$ cat config.mk
export PLATFORM = sky130hd
export DESIGN_NAME = uart_rx
export DESIGN_NICKNAME = d
export VERILOG_FILES = /design/src/rtl/uart_rx.sv
export SDC_FILE = /design/constraint.sdc
export NUM_CORES = 1
export LEC_CHECK = 0
export CORE_MARGIN = 8
export CORE_UTILIZATION = 49
export DETAILED_ROUTE_END_ITERATION = 7
export GPL_TIMING_DRIVEN = 0
export PLACE_DENSITY = 0.8
export SYNTH_ARGS = -nofsm -noshare
export SYNTH_HDL_FRONTEND = slang
export SYNTH_SLANG_ARGS = --single-unit
$ cat constraint.sdc
create_clock -name clk -period 1.7 [get_ports clk]
set_input_delay 0.255 -clock clk [delete_from_list [all_inputs] [get_ports clk]]
set_output_delay 0.255 -clock clk [all_outputs]
set_load 0.05 [all_outputs]
$ cat src/rtl/uart_rx.sv
// uart_rx: 8N1 asynchronous serial receiver.
// The rxd pin is resynchronised, a start edge arms a cycle counter, and each
// bit is sampled once near its centre. A good frame updates rxd_data with a
// one-cycle rxd_valid strobe; a zero stop bit raises a one-cycle frame_err
// strobe and parks the receiver until the line returns to idle.
module uart_rx #(
    parameter int CLKS_PER_BIT = 16
) (
    input  logic       clk,
    input  logic       rst_n,
    input  logic       rxd,
    output logic [7:0] rxd_data,
    output logic       rxd_valid,
    output logic       frame_err,
    output logic       busy
);

    // state  | meaning
    // IDLE   | line idle, waiting for rxd_s low
    // START  | counting to mid start bit, then re-checking the line
    // DATA   | sampling the 8 data bits, LSB first, one per bit period
    // STOP   | sampling the stop bit, issuing rxd_valid or frame_err
    // BREAK  | stop bit was low; wait for the line to go high again

    localparam int CW = (CLKS_PER_BIT > 1) ? $clog2(CLKS_PER_BIT) : 1;

    // Mid-bit offset of the start check, and the last count of a bit period.
    localparam logic [CW-1:0] LP_HALF = CW'((CLKS_PER_BIT - 1) / 2);
    localparam logic [CW-1:0] LP_LAST = CW'(CLKS_PER_BIT - 1);

    typedef enum logic [2:0] {
        S_IDLE  = 3'd0,
        S_START = 3'd1,
        S_DATA  = 3'd2,
        S_STOP  = 3'd3,
        S_BREAK = 3'd4
    } state_t;

    logic          r_sync1;
    logic          r_rxd_s;
    state_t        r_state;
    logic [CW-1:0] r_cnt;
    logic [2:0]    r_idx;
    logic [7:0]    r_shift;
    logic [7:0]    r_data;
    logic          r_valid;
    logic          r_err;

    state_t        w_state_nxt;
    logic [CW-1:0] w_cnt_nxt;
    logic [2:0]    w_idx_nxt;
    logic [7:0]    w_shift_nxt;
    logic [7:0]    w_data_nxt;
    logic          w_valid_nxt;
    logic          w_err_nxt;
    logic          w_cnt_last;
    logic          w_cnt_half;

    assign w_cnt_last = (r_cnt == LP_LAST);
    assign w_cnt_half = (r_cnt == LP_HALF);

    // Two-flop synchroniser; resets to the idle (high) line level so that
    // leaving reset never looks like a start bit.
    always_ff @(posedge clk or negedge rst_n) begin
        if (!rst_n) begin
            r_sync1 <= 1'b1;
            r_rxd_s <= 1'b1;
        end else begin
            r_sync1 <= rxd;
            r_rxd_s <= r_sync1;
        end
    end

    // State, counters, shift register and registered output strobes.
    always_ff @(posedge clk or negedge rst_n) begin
        if (!rst_n) begin
            r_state <= S_IDLE;
            r_cnt   <= '0;
            r_idx   <= '0;
            r_shift <= '0;
            r_data  <= '0;
            r_valid <= 1'b0;
            r_err   <= 1'b0;
        end else begin
            r_state <= w_state_nxt;
            r_cnt   <= w_cnt_nxt;
            r_idx   <= w_idx_nxt;
            r_shift <= w_shift_nxt;
            r_data  <= w_data_nxt;
            r_valid <= w_valid_nxt;
            r_err   <= w_err_nxt;
        end
    end

    // Next-state and datapath decode; strobes default low so each is a
    // single-cycle pulse registered at the stop-sample edge.
    always_comb begin
        w_state_nxt = r_state;
        w_cnt_nxt   = r_cnt;
        w_idx_nxt   = r_idx;
        w_shift_nxt = r_shift;
        w_data_nxt  = r_data;
        w_valid_nxt = 1'b0;
        w_err_nxt   = 1'b0;

        case (r_state)
            S_IDLE: begin
                w_cnt_nxt = '0;
                if (!r_rxd_s) begin
                    w_state_nxt = S_START;
                end
            end

            S_START: begin
                if (w_cnt_half) begin
                    w_cnt_nxt = '0;
                    if (r_rxd_s) begin
                        // Line went back high before mid start bit: glitch.
                        w_state_nxt = S_IDLE;
                    end else begin
                        w_state_nxt = S_DATA;
                        w_idx_nxt   = '0;
                    end
                end else begin
                    w_cnt_nxt = r_cnt + 1'b1;
                end
            end

            S_DATA: begin
                if (w_cnt_last) begin
                    // Shift right so the first (LSB) bit ends up in bit 0.
                    w_shift_nxt = {r_rxd_s, r_shift[7:1]};
                    w_cnt_nxt   = '0;
                    w_idx_nxt   = r_idx + 1'b1;
                    if (r_idx == 3'd7) begin
                        w_state_nxt = S_STOP;
                    end
                end else begin
                    w_cnt_nxt = r_cnt + 1'b1;
                end
            end

            S_STOP: begin
                if (w_cnt_last) begin
                    w_cnt_nxt = '0;
                    if (r_rxd_s) begin
                        w_data_nxt  = r_shift;
                        w_valid_nxt = 1'b1;
                        w_state_nxt = S_IDLE;
                    end else begin
                        w_err_nxt   = 1'b1;
                        w_state_nxt = S_BREAK;
                    end
                end else begin
                    w_cnt_nxt = r_cnt + 1'b1;
                end
            end

            S_BREAK: begin
                // No start detection here: a held-low line is a break,
                // not a stream of frames.
                w_cnt_nxt = '0;
                if (r_rxd_s) begin
                    w_state_nxt = S_IDLE;
                end
            end

            default: begin
                w_state_nxt = S_IDLE;
                w_cnt_nxt   = '0;
                w_idx_nxt   = '0;
            end
        endcase
    end

    assign rxd_data  = r_data;
    assign rxd_valid = r_valid;
    assign frame_err = r_err;
    assign busy      = (r_state != S_IDLE);

endmodule

==> flow_metrics.py, run 1 <==
metrics = {
    "sta": {
        "whs_ps": 337,
        "worst_clock_skew_ps": 7.40,
        "tns_ps": -1370,
        "slew_violations": 0,
        "rsz0062_at_grt": "true",
        "setup_slack_ps": -117,
        "max_freq_mhz": 550,
        "hold_violations": 0,
        "finalSetupViolCount": 15,
        "max-slew-margin-rel_pct": 57.2,
        "worst_pin_slew_ps": 641,
        "timing.final.crit_share_pct": 107,
        "min_period_ps": 1820,
    },
    "worst_setup_path": {
        "ff2ff_setup_slack_ps": -120,
        "required_ps": 1900,
        "critical_path.slowest_cell": "or4b_4",
        "reg2regPathDepth": 5,
        "path_max_fanout": 9,
        "startpoint": "r_cnt[0]",
        "crit_path_end": "rxd_data[5]",
        "end_kind": "flip-flop",
        "r2r-start": "r_cnt[0]",
        "r2r_end": "rxd_data[5]",
        "worstPathArrival_ps": 2020,
        "path_depth": 5,
        "critical_path.max_stage_delay_ps": 460,
        "crit_type": "reg2reg",
        "startpoint_type": "flip-flop",
        "crit_chain": "ha_2 > and3_4 > or4b_4 > buf_8 > mux2_4",
        "critPathTopFamily": "simple AND/OR/NAND/NOR gates",
        "crit_buf_inv": 1,
    },
    "routing": {
        "vias": 790,
        "dr.pass1.iters": 4,
        "viasPerCell": 5.27,
        "drtIter0Drc": 14,
        "drcViolationCount": 0,
        "ant_nets": 0,
        "wl_per_cell_um": 14.3,
        "routed_wl_um": 2140,
    },
    "yosys": {
        "ys.warnings.count": 0,
        "synth_area_um2": 1280,
        "syn_nets": 101,
        "synthAdderAreaFrac_pct": 2.92,
        "yosys_register_bits": 30,
        "synth_top_family_by_area": "multiplexers",
        "async_reset_ff_share_pct": 100,
        "synth_edf_count": 0,
        "yosys.cell_types.count": 30,
        "yosys.area_share.simple_pct": 9.75,
        "synthMuxAreaShare_pct": 17.3,
        "synthCells": 95,
        "synth_ff_type": "dfrtp_1",
        "synth_seq_area_share_pct": 58.7,
        "synth-compound-area-share_pct": 5.36,
        "avgSynthCellArea_um2": 13.5,
        "synth_xor_area_share_pct": 2.05,
    },
    "clock_network": {
        "cts_buffers": 5,
        "clk_pin_slew_worst_paths_ps": 90,
        "cts_sinks": 30,
        "insertion_delay_ps": 320,
        "cts_root_buf": "clkbuf_4",
        "cts_tree": "built",
        "clockBufferDepth": 2,
        "htreeDepth": 2,
    },
    "power": {
        "power.density_nw_per_um2": 913,
        "p_leak_nw": 0.823,
        "irDropWorstVdd_uv": 857,
        "p_total_mw": 1.42,
    },
    "global_route": {
        "grt_usage_pct": 10.1,
        "grt_pass1_wl_um": 3450,
        "grt_pass1_vias": 813,
        "grt.overflow.total": 0,
        "grt_antenna_before_repair": 0,
        "grt_max_degree": 31,
    },
    "floorplan": {
        "fp.dieH_um": 67.2,
        "die_w_um": 67.2,
        "pin_count": 14,
        "die_area_um2": 4510,
        "start_util_pct": 51.8,
        "placementRows": 18,
        "core_area_um2": 2480,
    },
    "place": {
        "dpl_worst_slack_ps": -205,
        "dp_hpwl_um": 1470,
        "routabilityCongestion": 0.751,
        "port_buffers": 13,
    },
    "layout": {
        "synthToLayoutAreaGrowth_pct": 21.4,
        "final_common_cell": "dfrtp_1",
        "final_cell_mix": "27 x dfrtp_1, 10 x dlygate4sd2_1, 8 x mux2_1, 8 x mux2_4, 7 x nand2_1",
        "antenna_cells": 0,
        "finalNetCount": 125,
        "drive_gt1_share_pct": 29.2,
        "fin_util_pct": 62.9,
    },
    "outcome": {
        "violations": "negative setup slack",
        "outcome": "finished, violations left",
    },
    "flow_run": {
        "cap_viol_max_count": 0,
    },
    "hold_path": {
        "hp-class": "in2reg",
    },
}
==> final cells by class <==
| cell class | count | area [um^2] |
|---|---|---|
| inverters | 4 | 15.0 |
| clock buffers | 7 | 55.1 |
| multi-input cells | 56 | 489 |
| plain buffers | 4 | 48.8 |
| fillers | 215 | 918 |
| flip-flops and latches | 30 | 754 |
| repair buffers | 18 | 154 |
| clock inverters | 1 | 5.00 |
| well taps | 30 | 37.5 |
==> sequential cells by signal (all words and copies together), names as in the netlist <==
register / cells
rxd_data: 8
r_shift: 8
r_idx: 3
rxd_valid: 1
r_state: 3
r_cnt: 4
r_sync1: 1
frame_err: 1
r_rxd_s: 1
==> power by group <==
part           internal (mW)  leakage [nW]  switching [mW]
combinational          0.108         0.384          0.0967
sequential             0.754         0.404          0.0350
clock                  0.200        0.0353           0.229
==> worst min-delay path by stage <==
stage	startpoint	end	slack, ps	cells past startpoint
5_1_grt	rxd	r_sync1	330	1
3_3_place_gp	r_sync1	r_rxd_s	350	0
3_5_place_dp	r_sync1	r_rxd_s	350	0
4_1_cts	rxd	r_sync1	320	1
6_report	rxd	r_sync1	340	1
2_1_floorplan	rst_n	frame_err	-40	0
==> worst reg2reg max path, stage by stage (launching register included) <==
cell and delay [ps]:
dfrtp_1 380, ha_2 210, and3_4 190, or4b_4 460, buf_8 170, mux2_4 300
==> logic make-up (layout without fill, tap and decap cells) <==
kind of cell	count (synthesis)	after routing
muxes	17	17
buffers and inverters	9	34
adders and majority gates	3	3
and+or+nand+nor	22	22
AOI/OAI and AO/OA	11	11
xor gates and xnor gates	3	3
DFF	30	30
==> cells in the mapped netlist, types with 2 or more instances <==
library cell	instances	area share, %
ha_1	3	2.9
or4b_1	2	1.6
dfrtp_1	28	55
a211oi_1	2	1.2
nand2_1	7	2.0
nor2_1	4	1.2
mux2_4	8	9.4
buf_2	2	0.78
o22ai_1	3	1.5
mux2_1	8	7.0
xor2_1	2	1.4
inv_1	4	1.2
dfstp_2	2	4.1
buf_6	2	1.8
a21oi_1	3	1.2
==> stage by stage <==
step / cells / cell area, um^2
after global placement: 138 / 1470
after CTS: 148 / 1540
after detailed placement: 138 / 1470
after global routing: 150 / 1560
final: 150 / 1560
after floorplan: 95 / 1300
==> what timing repair did <==
item	4_1_cts	5_1_grt
resized for setup	19	3
pin swaps	1	0
cloned	0	0
setup endpoints to repair	26	19
endpoints found under the hold margin	0	15
hold buffers	0	1
setup buffers	2	2
==> per-layer routing <==
metal | wire length, um | vias up | share of wire, % | track usage, %
met5 | 0 | - | 0 | 0
met4 | 41 | 0 | 1.9 | 5.22
met3 | 140 | 5 | 6.5 | 5.30
met2 | 1050 | 17 | 49 | 16.6
met1 | 910 | 391 | 43 | 10.4
li1 | - | 377 | - | -
Power figures use the tool's default switching activity.
==> run 2: changes to the inputs <==
--- a/config.mk
+++ b/config.mk
@@ -10,6 +10,7 @@
 export DETAILED_ROUTE_END_ITERATION = 7
 export GPL_TIMING_DRIVEN = 0
 export PLACE_DENSITY = 0.8
+export SKIP_CTS_REPAIR_TIMING = 1
 export SYNTH_ARGS = -nofsm -noshare
 export SYNTH_HDL_FRONTEND = slang
 export SYNTH_SLANG_ARGS = --single-unit
==> run 2 against run 1 <==
Effect of this change:
- the run still ends with negative setup slack left
- non-clock buffer count stayed put
- clock power hardly changed
- final cell count did not move
- global-route usage down 0.21 points
- sequential share of layout area shrank 1.1 points
- critical path type unchanged
- cell area rose by 2.2%
- critical path depth unchanged
- wire length shrank 2.5%
- first-iteration DRC count is 29% lower
- register-to-register slack hardly changed
==> flow_metrics.py, run 2 (same netlist as run 1, synthesis figures left out) <==
metrics = {
    "routing": {
        "routed_wl_um": 2080,
        "vias": 778,
        "highest_layer": "met4",
        "wl_met3_um": 107,
        "drtIter0Drc": 10,
        "drcViolationCount": 0,
        "wl_met2_um": 994,
        "wl_met1_um": 940,
        "wl_per_cell_um": 13.9,
        "viasPerCell": 5.19,
        "dr.pass1.iters": 4,
        "ant_nets": 0,
    },
    "layout": {
        "synthToLayoutAreaGrowth_pct": 24.2,
        "drive_gt1_share_pct": 28.3,
        "final_cell_mix": "28 x dfrtp_1, 10 x dlymetal6s2s_1, 8 x mux2_1, 8 x mux2_4, 7 x nand2_1",
        "final_common_cell": "dfrtp_1",
        "finalNetCount": 125,
        "fin_cells": 150,
        "antenna_cells": 0,
        "fin_util_pct": 64.3,
    },
    "worst_setup_path": {
        "required_ps": 1900,
        "end_kind": "flip-flop",
        "path_max_fanout": 9,
        "critical_path.slowest_cell": "or4b_4",
        "r2r-start": "r_cnt[0]",
        "crit_chain": "ha_4 > and3_4 > or4b_4 > buf_8 > mux2_4",
        "critical_path.max_stage_delay_ps": 460,
        "startpoint": "r_cnt[0]",
        "crit_type": "reg2reg",
        "startpoint_type": "flip-flop",
        "worstPathArrival_ps": 2010,
    },
    "outcome": {
        "violations": "negative setup slack",
        "outcome": "finished, violations left",
    },
    "sta": {
        "slew_violations": 0,
        "timing.final.crit_share_pct": 106,
        "worst_pin_slew_ps": 646,
        "setup_slack_ps": -107,
        "worst_clock_skew_ps": 6.87,
        "max_freq_mhz": 553,
        "tns_ps": -1280,
        "rsz0062_at_grt": "true",
        "finalSetupViolCount": 16,
        "min_period_ps": 1810,
        "max-slew-margin-rel_pct": 56.9,
        "hold_violations": 0,
    },
    "global_route": {
        "grt_antenna_before_repair": 0,
        "grt_pass1_vias": 801,
        "grt.overflow.total": 0,
        "grt_pass1_wl_um": 3390,
        "grt_usage_pct": 9.94,
        "grt_max_degree": 31,
    },
    "floorplan": {
        "core_area_um2": 2480,
        "fp.dieH_um": 67.2,
        "pin_count": 14,
        "die_area_um2": 4510,
        "placementRows": 18,
        "die_w_um": 67.2,
        "start_util_pct": 51.8,
    },
    "power": {
        "p_leak_nw": 0.962,
        "p_comb_share_pct": 12.4,
        "power.density_nw_per_um2": 878,
        "switchingPower_uw": 357,
        "switching_share_pct": 25.5,
        "irDropWorstVdd_uv": 869,
        "clkPwrFrac_pct": 30.7,
        "p_int_mw": 1.04,
        "seqPwrFrac_pct": 56.9,
    },
    "place": {
        "post-place-cells": 138,
        "routabilityCongestion": 0.751,
        "port_buffers": 13,
        "dp_hpwl_um": 1470,
    },
    "clock_network": {
        "htreeDepth": 2,
        "cts_root_buf": "clkbuf_4",
        "clockBufferDepth": 2,
        "cts_buffers": 5,
        "cts_tree": "built",
        "cts_sinks": 30,
        "clk_pin_slew_worst_paths_ps": 90,
        "insertion_delay_ps": 320,
    },
    "hold_path": {
        "hp-class": "in2reg",
        "hp-start": "rxd",
    },
    "flow_run": {
        "cap_viol_max_count": 0,
    },
}
-- run 2: cell count changes in the layout (fill, tap and decap cells not counted), moves of 2 or more --
cell,before,now
dlygate4sd2_1,10,0
dlymetal6s2s_1,0,10
buf_6,4,1
buf_2,1,3
-- run 2: layer usage --
metal  global-route usage [%]  vias to the layer above
li1                         -                      377
met1                     10.3                      379
met2                     16.0                       17
met3                     5.30                        5
met4                     5.22                        0
met5                        0                        -
-- run 2: cell type report --
type,instances,area [um^2]
clock inverters,1,5.00
inverters,4,15.0
clock buffers,7,55.1
multi-input cells,56,499
flip-flops and latches,30,753
repair buffers,17,178
plain buffers,5,51.3
fillers,196,883
well taps,30,37.5
-- run 2: per-stage QoR --
stage	instance area, um^2	total power [mW]	hold WS, ps	worst slack, ps
2_1_floorplan	1300	0.909	-40.6	-42.4
3_3_place_gp	1470	0.952	346	-213
3_5_place_dp	1470	0.960	350	-205
4_1_cts	1530	1.39	321	-589
5_1_grt	1590	1.47	325	-138
6_report	1590	1.40	336	-107
-- run 2: path summary, 6_finish.rpt --
path                               end  cells after the start  slack [ps]
max in group asynchronous   r_shift[5]                      2         790
setup reg to reg           rxd_data[5]                      5        -110
min in group asynchronous  rxd_data[4]                      2         480
setup / recovery           rxd_data[5]                      5        -110
hold / removal                 r_sync1                      1         340
hold reg to reg                r_rxd_s                      0         360
-- run 2: critical path, delay by kind of cell (launching register included) --
kind,cells,cell delay (ps)
adders and majority gates,1,160
muxes,1,290
buffers and inverters,1,170
and+or+nand+nor,2,640
DFF,1,430
-- run 2: power by group through the flow --
stage          sequential (mW)  clock (mW)  combinational (mW)
2_1_floorplan            0.795           0               0.114
3_3_place_gp             0.800           0               0.151
3_5_place_dp             0.804           0               0.155
4_1_cts                  0.790       0.445               0.157
5_1_grt                  0.800       0.469               0.197
6_report                 0.796       0.429               0.174
